`config.mk`:
```
export PLATFORM = sky130hd
export DESIGN_NAME = abft_mm_ctrl
export DESIGN_NICKNAME = d
export VERILOG_FILES = /design/src/rtl/abft_pkg.sv /design/src/rtl/abft_mac.sv /design/src/rtl/abft_mm_ctrl.sv
export SDC_FILE = /design/constraint.sdc
export NUM_CORES = 1
export LEC_CHECK = 0
export ABC_AREA = 1
export CAP_MARGIN = 15
export CORE_ASPECT_RATIO = 1.75
export CORE_MARGIN = 3
export CORE_UTILIZATION = 55
export CTS_BUF_LIST = sky130_fd_sc_hd__clkbuf_4 sky130_fd_sc_hd__clkbuf_8
export DETAILED_ROUTE_END_ITERATION = 10
export PLACE_DENSITY = 0.72
export SYNTH_ARGS = -nofsm -noshare
export SYNTH_HDL_FRONTEND = slang
export SYNTH_HIERARCHICAL = 1
export SYNTH_SLANG_ARGS = --single-unit
```
`constraint.sdc`:
```
create_clock -name clk -period 7.8 [get_ports clk]
set_input_delay 2.34 -clock clk [delete_from_list [all_inputs] [get_ports clk]]
set_output_delay 2.34 -clock clk [all_outputs]
set_load 0.05 [all_outputs]
```
`src/rtl/abft_pkg.sv`:
```
// Shared types, sizes and width helpers for the ABFT 4x4 matrix-multiply controller.
package abft_pkg;

   localparam int N = 4;

   typedef enum logic [2:0] {
      IDLE,
      LOAD,
      COMPUTE,
      CHECK,
      DRAIN
   } state_t;

   // Z element width: four DW x DW products summed.
   function automatic int zw_of(input int dw);
      return 2 * dw + 2;
   endfunction

   // Checksum width: sum of 16 Z elements, or 4 products of (DW+2)-bit line sums.
   function automatic int cw_of(input int dw);
      return 2 * dw + 6;
   endfunction

   // MAC operand width: wide enough for a column/row sum of four elements.
   function automatic int aw_of(input int dw);
      return dw + 2;
   endfunction

endpackage

```
`src/rtl/abft_mac.sv`:
```
// Registered multiply-accumulate shared by the Z computation and the input checksum.
// 'first' starts a new sum from the current product; 'nxt' exposes the value being registered.
module abft_mac #(
   parameter int AW = 10,
   parameter int OW = 22
) (
   input  logic          clk,
   input  logic          rst,
   input  logic          clr,
   input  logic          en,
   input  logic          first,
   input  logic [AW-1:0] a,
   input  logic [AW-1:0] b,
   output logic [OW-1:0] acc,
   output logic [OW-1:0] nxt
);

   assign nxt = (first ? '0 : acc) + (OW'(a) * OW'(b));

   // Accumulator register: cleared on reset/clr, updated when enabled.
   always_ff @(posedge clk) begin
      if (rst || clr) begin
         acc <= '0;
      end else if (en) begin
         acc <= nxt;
      end
   end

endmodule

```
`src/rtl/abft_mm_ctrl.sv`:
```
// Sequential ABFT 4x4 matrix multiplier: load X/Y, compute Z on one MAC,
// verify sum(Z) against sum_k colsum(X)[k]*rowsum(Y)[k], retry on mismatch, stream Z out.
module abft_mm_ctrl
   import abft_pkg::*;
#(
   parameter int  DW        = 8,
   parameter int  MAX_RETRY = 1,
   localparam int ZW        = zw_of(DW),
   localparam int CW        = cw_of(DW),
   localparam int AW        = aw_of(DW)
) (
   input  logic          clk,
   input  logic          rst,
   input  logic          start,
   input  logic [DW-1:0] in_data,
   input  logic          in_valid,
   output logic          in_ready,
   input  logic          inj_en,
   input  logic [3:0]    inj_idx,
   input  logic [ZW-1:0] inj_mask,
   output logic [ZW-1:0] z_data,
   output logic          z_valid,
   input  logic          z_ready,
   output logic          z_last,
   output logic          busy,
   output logic          done,
   output logic          fault,
   output logic          retried
);

   state_t        state, state_n;
   logic [5:0]    cnt;
   logic [DW-1:0] x_mem [N*N];
   logic [DW-1:0] y_mem [N*N];
   logic [ZW-1:0] z_mem [N*N];
   logic [AW-1:0] colsum [N];
   logic [AW-1:0] rowsum [N];
   logic [CW-1:0] cs_out;
   logic [7:0]    attempt;
   logic          inj_en_q;
   logic [3:0]    inj_idx_q;
   logic [ZW-1:0] inj_mask_q;
   logic          mac_clr, mac_en, mac_first;
   logic [AW-1:0] mac_a, mac_b;
   logic [CW-1:0] mac_acc, mac_nxt;
   logic [ZW-1:0] z_val;
   logic          accept, z_hs, cs_match, can_retry, inj_hit;

   assign accept    = (state == LOAD) && in_valid;
   assign z_hs      = (state == DRAIN) && z_ready;
   assign cs_match  = (mac_acc == cs_out);
   assign can_retry = (attempt < 8'(MAX_RETRY));
   assign inj_hit   = inj_en_q && (attempt == 8'd0) && (cnt[5:2] == inj_idx_q);
   assign z_val     = mac_nxt[ZW-1:0] ^ (inj_hit ? inj_mask_q : '0);
   assign z_data    = z_mem[cnt[3:0]];

   abft_mac #(.AW(AW), .OW(CW)) u_mac (
      .clk   (clk),
      .rst   (rst),
      .clr   (mac_clr),
      .en    (mac_en),
      .first (mac_first),
      .a     (mac_a),
      .b     (mac_b),
      .acc   (mac_acc),
      .nxt   (mac_nxt)
   );

   // State register.
   always_ff @(posedge clk) begin
      if (rst) state <= IDLE;
      else     state <= state_n;
   end

   // Next-state, handshake outputs and MAC operand selection.
   always_comb begin
      state_n   = state;
      in_ready  = 1'b0;
      z_valid   = 1'b0;
      z_last    = 1'b0;
      busy      = (state != IDLE);
      mac_clr   = 1'b0;
      mac_en    = 1'b0;
      mac_first = 1'b0;
      mac_a     = '0;
      mac_b     = '0;
      case (state)
         IDLE: begin
            mac_clr = 1'b1;
            if (start) state_n = LOAD;
         end
         LOAD: begin
            in_ready = 1'b1;
            if (in_valid && cnt == 6'd31) state_n = COMPUTE;
         end
         COMPUTE: begin
            // cnt = {i, j, k}: X[i][k] * Y[k][j]
            mac_en    = 1'b1;
            mac_first = (cnt[1:0] == 2'd0);
            mac_a     = AW'(x_mem[{cnt[5:4], cnt[1:0]}]);
            mac_b     = AW'(y_mem[{cnt[1:0], cnt[3:2]}]);
            if (cnt == 6'd63) state_n = CHECK;
         end
         CHECK: begin
            if (cnt < 6'd4) begin
               mac_en    = 1'b1;
               mac_first = (cnt == 6'd0);
               mac_a     = colsum[cnt[1:0]];
               mac_b     = rowsum[cnt[1:0]];
            end else begin
               mac_clr = 1'b1;
               if (!cs_match && can_retry) state_n = COMPUTE;
               else                        state_n = DRAIN;
            end
         end
         DRAIN: begin
            z_valid = 1'b1;
            z_last  = (cnt[3:0] == 4'd15);
            if (z_ready && cnt[3:0] == 4'd15) state_n = IDLE;
         end
         default: state_n = IDLE;
      endcase
   end

   // Control: counters, line sums, output checksum, retry and status flags.
   always_ff @(posedge clk) begin
      if (rst) begin
         cnt        <= '0;
         cs_out     <= '0;
         attempt    <= '0;
         done       <= 1'b0;
         fault      <= 1'b0;
         retried    <= 1'b0;
         inj_en_q   <= 1'b0;
         inj_idx_q  <= '0;
         inj_mask_q <= '0;
         for (int n = 0; n < N; n++) begin
            colsum[n] <= '0;
            rowsum[n] <= '0;
         end
      end else begin
         done <= 1'b0;
         case (state)
            IDLE: begin
               if (start) begin
                  cnt        <= '0;
                  cs_out     <= '0;
                  attempt    <= '0;
                  fault      <= 1'b0;
                  retried    <= 1'b0;
                  inj_en_q   <= inj_en;
                  inj_idx_q  <= inj_idx;
                  inj_mask_q <= inj_mask;
                  for (int n = 0; n < N; n++) begin
                     colsum[n] <= '0;
                     rowsum[n] <= '0;
                  end
               end
            end
            LOAD: begin
               if (accept) begin
                  cnt <= (cnt == 6'd31) ? 6'd0 : cnt + 6'd1;
                  if (!cnt[4]) colsum[cnt[1:0]] <= colsum[cnt[1:0]] + AW'(in_data);
                  else         rowsum[cnt[3:2]] <= rowsum[cnt[3:2]] + AW'(in_data);
               end
            end
            COMPUTE: begin
               cnt <= cnt + 6'd1;
               if (cnt[1:0] == 2'd3) cs_out <= cs_out + CW'(z_val);
            end
            CHECK: begin
               if (cnt == 6'd4) begin
                  cnt <= '0;
                  if (!cs_match && can_retry) begin
                     attempt <= attempt + 8'd1;
                     retried <= 1'b1;
                     cs_out  <= '0;
                  end else begin
                     fault <= !cs_match;
                  end
               end else begin
                  cnt <= cnt + 6'd1;
               end
            end
            DRAIN: begin
               if (z_hs) begin
                  cnt <= (cnt[3:0] == 4'd15) ? 6'd0 : cnt + 6'd1;
                  if (cnt[3:0] == 4'd15) done <= 1'b1;
               end
            end
            default: cnt <= '0;
         endcase
      end
   end

   // Element storage: X/Y written while loading, Z written at the end of each dot product.
   always_ff @(posedge clk) begin
      if (accept) begin
         if (!cnt[4]) x_mem[cnt[3:0]] <= in_data;
         else         y_mem[cnt[3:0]] <= in_data;
      end
      if (state == COMPUTE && cnt[1:0] == 2'd3) z_mem[cnt[5:2]] <= z_val;
   end

endmodule

```
==> results_dict.tcl <==
set metrics [dict create \
    yosysWarnings 6 \
    track_usage 0.284 \
    rows 123 \
    syn_to_final_growth_pct 13.8 \
    powerDensity_nw_per_um2 270 \
    dp_cells 4511 \
    fin_skew_ns 0.0415 \
    tightest_slew_ns 1.18 \
    critPathMaxFanout 15 \
    netlist_instances 3622 \
    crit_type "register to register" \
    outcome "finished clean" \
    fin_nets 3984 \
    dr.first_iter.drc_count 2620 \
    ant_nets 0 \
    coreArea_um2 64800 \
    drc 0 \
    hold_viol_final 0 \
    grt_max_degree 117 \
    netlist_area_um2 36200 \
    dieArea_um2 69100 \
    slowest_stage "fa_1" \
    p_leak_nw 16.5 \
    dieWidth_um 200 \
    power_mw 11.1 \
    clockRootBuffer "clkbuf_8" \
    drive_gt1_frac 0.127 \
    reg2reg_depth 36 \
    clkTransAtPathRegs_ns 0.07 \
    peakVddDrop_uv 163 \
    worst_setup_path_end_kind "register" \
    crit_end "cs_out[16]" \
    start_kind "register" \
    htree_num_levels 3 \
    die_height_um 345 \
    fill_cells 5120 \
    slew_violations 0 \
    syn_avg_cell_area_um2 10.0 \
    crit_cells 36 \
    critPathMaxStageDelay_ns 0.54 \
    hpwl_um 65500 \
    cp_num_buf_inv 8 \
    fin_ws_ns 0.309 \
    via_per_inst 5.77 \
    start_util 0.559 \
    drt-wirelength-per-cell_um 21.3 \
    cp.required_ns 8.47 \
    clock_latency_ns 0.74 \
    cpLargestDelayFamily "adder cells" \
    port_buffers 60 \
    fin_crit_sh 0.960 \
    cts_made_buffers 98 \
    num_vias 27200 \
    pin_count 61 \
    wirelength_um 101000 \
    layout_min_cycle_time_ns 7.49 \
    maxCapViolCount 0 \
    place.gp.congestion 0.917 \
    gr-total-overflow 0 \
    clock-sinks 717 \
    max_freq_mhz 133 \
    setup_viol 0 \
    instances_no_fill 4721 \
    rr_endpoint "cs_out[16]" \
    hold_path.class "register to register" \
    hp-start "inj_mask_q[2]" \
    place_ws_ns 0.0990 \
    dr.pass1.iters 5 \
    grt_pass1_wl_um 150000 \
    synth_nets 3845 \
    fin_setup_tns_ns 0 \
    r2r_slack_ns 0.31 \
    cp.arrival_ns 8.16 \
    max_slew_margin 0.210 \
    hold_ws_ns 0.448 \
    antenna_found_initial 2 \
    clockBufferDepth 3 \
    cts_tree "yes" \
    grt_pass1_vias 26900 \
]
==> routing by layer <==
metal / global-route usage / vias to the layer above / routed length [um]
li1: - / 12600 / -
met1: 0.333 / 13100 / 36100
met2: 0.493 / 1194 / 51800
met3: 0.0466 / 321 / 7330
met4: 0.154 / 2 / 5360
met5: 0 / - / 12
==> tightest hold or removal path, stage by stage, from the launching register on <==
cell and delay (ns):
dfxtp_1 0.31, inv_1 0.05, a21oi_1 0.05
==> sequential cells by signal, indices dropped and copies added (netlist names), 18 cells and up, named ones only <==
| register | flops |
|---|---|
| cs_out | 22 |
| colsum | 40 |
| x_mem | 128 |
| z_mem | 288 |
| inj_mask_q | 18 |
| u_mac/acc | 22 |
| rowsum | 40 |
| y_mem | 128 |
==> cells in the final DEF (no fill, tap or decap), types with 84 or more instances in the layout <==
cell      instances
nand3_1          88
a21oi_1         109
o21ai_0         361
nor2_1          530
fa_1             84
ha_1             87
edfxtp_1        624
clkbuf_8        101
buf_4           136
nand2_1         536
inv_1           433
dfxtp_1          89
o221ai_1         97
==> worst min-delay path by stage <==
stage               slack, ns  cells after the start            end
CTS                      0.45                      2  inj_mask_q[2]
global route             0.46                      2  inj_mask_q[2]
floorplan                0.42                      2       inj_en_q
detailed placement       0.44                      2  inj_mask_q[2]
finish                   0.45                      2  inj_mask_q[2]
global placement         0.43                      2  inj_mask_q[2]
==> power by group <==
part           total (mW)  internal, mW  switching [mW]
Sequential           4.54          4.45          0.0899
Clock                3.14          1.70            1.45
Combinational        3.43          1.04            2.39
Total                11.1          7.18            3.93
==> repair_timing <==
| item | CTS | global route |
|---|---|---|
| endpoints found under the setup margin | 0 | 13 |
| gates resized for setup | 0 | 100 |
| hold buffers | 0 | 0 |
| buffers inserted | 0 | 16 |
==> per-stage QoR <==
| step | area, um^2 | utilization |
|---|---|---|
| after global routing | 41200 | 0.636 |
| after floorplan | 36200 | - |
| after CTS | 40500 | 0.625 |
| final | 41200 | 0.636 |
| after global placement | 38300 | 0.591 |
| after detailed placement | 38300 | 0.591 |
==> area by class of cell <==
class	instances	area (um^2)	area share
diodes	1	2.50	0.0000607
multi-input cells	2266	13500	0.327
well taps	875	1090	0.0266
inverters	451	1720	0.0416
clock inverters	53	537	0.0130
repair buffers	225	2120	0.0515
repair inverters	2	20.0	0.000486
clock buffers	131	1620	0.0392
flip-flops and latches	717	20600	0.500
No activity file was read; power rests on OpenSTA's default activity.
